`src/rtl/shifter_iter.sv`:
```
// shifter_iter: multi-cycle 16-bit shift/rotate unit.
//
// The shift is built from four power-of-two stages (8, 4, 2, 1), one per clock.
// An accepted operation always spends exactly four cycles in RUN, even when cnt is 0.
// An invalid op skips RUN and goes straight to DONE with err set.
//
// Ports:
//   clk    - system clock, rising edge
//   rst_n  - asynchronous active-low reset
//   start  - request; accepted on a rising edge when not busy
//   in     - 16-bit operand, captured on acceptance
//   op     - 000 rol, 001 ror, 010 sll, 011 sra, 100 srl; 101-111 invalid
//   cnt    - shift amount 0-15, captured on acceptance
//   busy   - high while the shift is running
//   done   - one-cycle pulse when out/err become valid
//   err    - set with done for an invalid op; held until the next acceptance
//   out    - result register; held until the next done
module shifter_iter (
    input  logic        clk,
    input  logic        rst_n,
    input  logic        start,
    input  logic [15:0] in,
    input  logic [2:0]  op,
    input  logic [3:0]  cnt,
    output logic        busy,
    output logic        done,
    output logic        err,
    output logic [15:0] out
);

    localparam logic [2:0] OpRol = 3'b000;
    localparam logic [2:0] OpRor = 3'b001;
    localparam logic [2:0] OpSll = 3'b010;
    localparam logic [2:0] OpSra = 3'b011;
    localparam logic [2:0] OpSrl = 3'b100;

    typedef enum logic [1:0] {StIdle, StRun, StDone} state_e;

    state_e      state_q, state_d;
    logic [1:0]  step_q, step_d;
    logic [15:0] work_q, work_d;
    logic [2:0]  op_q, op_d;
    logic [3:0]  cnt_q, cnt_d;
    logic [15:0] out_q, out_d;
    logic        err_q, err_d;

    logic [4:0]  amt;
    logic [15:0] staged;
    logic [15:0] next_work;

    // One stage of the shifter; k is always 1, 2, 4 or 8 here.
    function automatic logic [15:0] stage(input logic [15:0] w, input logic [2:0] o,
                                          input logic [4:0] k);
        logic [15:0] r;
        r = w;
        case (o)
            OpRol:   r = (w << k) | (w >> (5'd16 - k));
            OpRor:   r = (w >> k) | (w << (5'd16 - k));
            OpSll:   r = w << k;
            OpSra:   r = 16'($signed(w) >>> k);
            OpSrl:   r = w >> k;
            default: r = w;
        endcase
        return r;
    endfunction

    // step 3 -> 8, step 2 -> 4, step 1 -> 2, step 0 -> 1
    assign amt       = 5'd1 << step_q;
    assign staged    = stage(work_q, op_q, amt);
    assign next_work = cnt_q[step_q] ? staged : work_q;

    always_comb begin
        state_d = state_q;
        step_d  = step_q;
        work_d  = work_q;
        op_d    = op_q;
        cnt_d   = cnt_q;
        out_d   = out_q;
        err_d   = err_q;

        case (state_q)
            StIdle, StDone: begin
                if (start) begin
                    work_d = in;
                    op_d   = op;
                    cnt_d  = cnt;
                    err_d  = 1'b0;
                    if (op <= OpSrl) begin
                        state_d = StRun;
                        step_d  = 2'd3;
                    end else begin
                        // Invalid op: pass the operand through and flag it.
                        state_d = StDone;
                        out_d   = in;
                        err_d   = 1'b1;
                    end
                end else begin
                    state_d = StIdle;
                end
            end
            StRun: begin
                work_d = next_work;
                if (step_q == 2'd0) begin
                    out_d   = next_work;
                    err_d   = 1'b0;
                    state_d = StDone;
                end else begin
                    step_d = step_q - 2'd1;
                end
            end
            default: state_d = StIdle;
        endcase
    end

    always_ff @(posedge clk or negedge rst_n) begin
        if (!rst_n) begin
            state_q <= StIdle;
            step_q  <= 2'd0;
            work_q  <= 16'h0000;
            op_q    <= 3'b000;
            cnt_q   <= 4'd0;
            out_q   <= 16'h0000;
            err_q   <= 1'b0;
        end else begin
            state_q <= state_d;
            step_q  <= step_d;
            work_q  <= work_d;
            op_q    <= op_d;
            cnt_q   <= cnt_d;
            out_q   <= out_d;
            err_q   <= err_d;
        end
    end

    assign busy = (state_q == StRun);
    assign done = (state_q == StDone);
    assign err  = err_q;
    assign out  = out_q;

endmodule
```
`config.mk`:
```
export PLATFORM = sky130hd
export DESIGN_NAME = shifter_iter
export DESIGN_NICKNAME = d
export VERILOG_FILES = /design/src/rtl/shifter_iter.sv
export SDC_FILE = /design/constraint.sdc
export NUM_CORES = 1
export LEC_CHECK = 0
export CAP_MARGIN = 20
export CORE_MARGIN = 4
export CORE_UTILIZATION = 30
export DETAILED_ROUTE_END_ITERATION = 10
export PLACE_DENSITY_LB_ADDON = 0.1
export SLEW_MARGIN = 10
export SYNTH_ARGS = -nofsm -noshare
export SYNTH_HDL_FRONTEND = slang
export SYNTH_SLANG_ARGS = --single-unit
```
`constraint.sdc`:
```
create_clock -name clk -period 6.6 [get_ports clk]
set_clock_uncertainty 0.2 [all_clocks]
set_input_delay 0.66 -clock clk [delete_from_list [all_inputs] [get_ports clk]]
set_output_delay 0.66 -clock clk [all_outputs]
set_load 0.01 [all_outputs]
```
==> impl_results.md <==
* Worst-Skew Late Latency at roughly 0.29 ns
* Pre-CTS setup slack at 2.72 ns
* Post-synth EDFFs at 0
* Row cnt at 45
* CTS tree: yes
* Critical Path Sink Type: flop
* Adder-cell share of the synthesized area at roughly 1.6%
* Mapped cell area at about 4600 um2
* Synth top area share at between 20% and 30%
* Lkg Pwr at slightly below 2 nW
* Syn Nets at 566
* Antenna Cells at 0
* Maximum Capacitance Violations at 0
* CTS clk-pin slew, worst paths at ~0.07 ns
* Tightest Pin Transition at about 0.94 ns
* Worst R2R Start: step_q[1]
* Ys Warns at 0
* CP required at 6.56 ns
* Root Driver: clkbuf_16
* Average wire per cell in the routed design at between 20 and 30 um
* Critical path capture point: work_q[0]
* First-pass GRT wire length at approximately 29,000 um
* IO Pins at between 40 and 50
* CP Max Fanout at 29
* Routed vias at around 4,600
* WHS at approximately 0.038 ns
* Max-slew violations at 0
* H-tree lvl count at 2
* Clock sinks at 44
* Cts repair resizes at 0
* RSZ-0062 raised after global routing: no
* # Post-CTS Setup Buffers at 0
* Syn avg cell area at 8.64 um2
* Maximum VDD drop at ~0.22 mV
* Critical path arrival at 3.87 ns
* Synth Flop Type: dfrtp_1
* Core area at 15,100 um2
* Total Wirelength at ~19,000 um
* Crit Reg-Reg Endpoint: work_q[0]
* Post-DP HPWL at around 13,000 um
* Synth area leader: dfrtp_1
* Setup WS post-layout at approximately 2.7 ns
* Overall power at 3.49 mW
* Area of the multi-input gates at between 3000 and 4000 um2
* IO buf count at 44
* Cts-stage hold buffer count at 0
* Ys async rst share at 100%
* # DRC at 0
* Worst Setup SP: step_q[1]
* GRT overflow at 0
* Layout cell share with drive strength beyond 1 at between 10% and 20%
* Setup TNS at 0 ns
* Top post-synthesis cells by count: 54 x nand2_1, 44 x dfrtp_1, 42 x a21oi_1, 36 x o21ai_0, 35 x nor2_1
* Synth Area in Compound Gates at approximately a quarter
* Largest family of logic cells by synthesized area: compound AO/OA/AOI/OAI gates
* Clock Path Buffers at 2
* Top cells by area, synth: dfrtp_1 24%, mux4_2 13%, mux2i_1 6.9%
* Synth Area in Simple Gates at between 15 and 20%
* Post-DRT Antenna Nets at 0
* Fin crit period at 3.91 ns
* Register area at between 1000 and 1500 um2
* # nets final at 568
* R2R cell count at 11
* Die footprint at between 15,000 and 20,000 um2
* Die Wd at 132 um
* DRC marker count from the first detailed-route iteration at slightly above 500
* Die H at 132 um
* Fmax at 0.256 GHz
* Router iterations before antenna repair at 5
* Largest net degree at the start of global routing at 50
* CTS buffer count at 5
* Final setup vio count at 0
* Post-Synth XOR/XNOR Area at 0.542%
* Final GP Congestion at about 0.93
* Hold Vio Cnt, Final at 0
* Slew headroom at between 30% and 40%
* Hold crit path type: input pin to asynchronous set/reset pin
* CP Launch Type: flop
* Sequential area share after synthesis at between 20% and 30%
* Area grow syn2layout at 14.4%
* FF+latch count, synth at 44
* PD cells at roughly 660 nW/um2
* DR vias/cell at approximately 6.4
* Most numerous cell in the Yosys netlist: nand2_1
* Number of global-route vias before repair at 4,477
* Outcome: finished, final reports clean
* Fillers at approximately 1,600
* Starting Density at 30.5%
* Total track usage at between 20% and 30%
* Multiplexer share of the synthesized area at between 20% and 30%
* WS Path Type: flop to flop
* Initial antenna violation count at 0
* R2r setup slk at between 2 and 3 ns
* Synth cell types at 69
* Cell count after synthesis at roughly 530
* Crit share post-route at about three fifths
==> worst max-delay path, cell delays in order, from the launching register on <==
cell       delay [ns]
dfrtp_1          0.43
inv_1            0.12
ha_2             0.59
buf_4            0.47
inv_2            0.14
ha_1             0.56
mux4_2           0.38
o2111ai_1        0.10
o311ai_0         0.16
a221o_1          0.33
o211ai_1         0.13
o21ai_0          0.14
==> where the power goes <==
group	total [mW]	internal (mW)	switching [mW]
Clock	0.330	0.215	0.115
Combinational	2.44	0.989	1.46
Sequential	0.715	0.403	0.313
Total	3.49	1.61	1.88
==> metrics by stage <==
| stage | util, % | std cells | instance area, um2 |
|---|---|---|---|
| 5_1_grt | 34.8 | 724 | 5280 |
| 6_report | 34.8 | 724 | 5280 |
| 2_1_floorplan | - | 534 | 4610 |
| 4_1_cts | 34.7 | 723 | 5260 |
| 3_3_place_gp | 33.5 | 716 | 5070 |
| 3_5_place_dp | 33.5 | 716 | 5070 |
==> final cells by class <==
type,instances,share of cell area (%)
timing repair buffer,57,10.3
tap,188,4.46
sequential,44,20.9
clock inverter,2,1.14
clock buffer,5,2.37
multi-input combinational,417,60.1
inverter,11,0.782
==> how the worst min path moves through the flow <==
stage	from	endpoint	slack, ns
finish	rst_n	work_q[10]	0.04
global route	rst_n	out[14]	0.06
CTS	cnt_q[1]	cnt_q[1]	0.28
detailed placement	cnt_q[1]	cnt_q[1]	0.26
global placement	cnt_q[3]	cnt_q[3]	0.26
floorplan	rst_n	cnt_q[0]	0.16
==> kinds of logic after synthesis <==
family                     Yosys count
adders and majority gates            6
DFF                                 44
buffers and inverters               73
muxes                               72
and+or+nand+nor                    161
xor gates and xnor gates             2
AOI/OAI and AO/OA                  176
==> cell usage in the layout (no fill, tap or decap), types with 13 or more instances in the layout <==
cell type	synthesis	routed
a21oi_1	42	42
a31oi_1	13	13
clkdlybuf4s50_1	0	43
dfrtp_1	44	44
mux2i_1	32	32
mux4_2	26	26
nand2_1	54	54
nor2_1	35	35
nor3_1	13	13
o21ai_0	36	36
==> registers in the layout (all words and copies together) (netlist names) <==
| register | flops |
|---|---|
| out | 16 |
| err | 1 |
| op_q | 3 |
| state_q | 2 |
| work_q | 16 |
| cnt_q | 4 |
| step_q | 2 |
==> routing by layer <==
layer  global-route usage (%)  routed length, um  vias to the layer above
met2                     33.1               8620                      242
met4                     5.78                451                        0
met3                     3.28               1270                       33
met5                        0                  0                        -
met1                     30.0               8520                     2324
li1                         -                  -                     2029
Note: power is estimated with default switching activity, not from simulation.
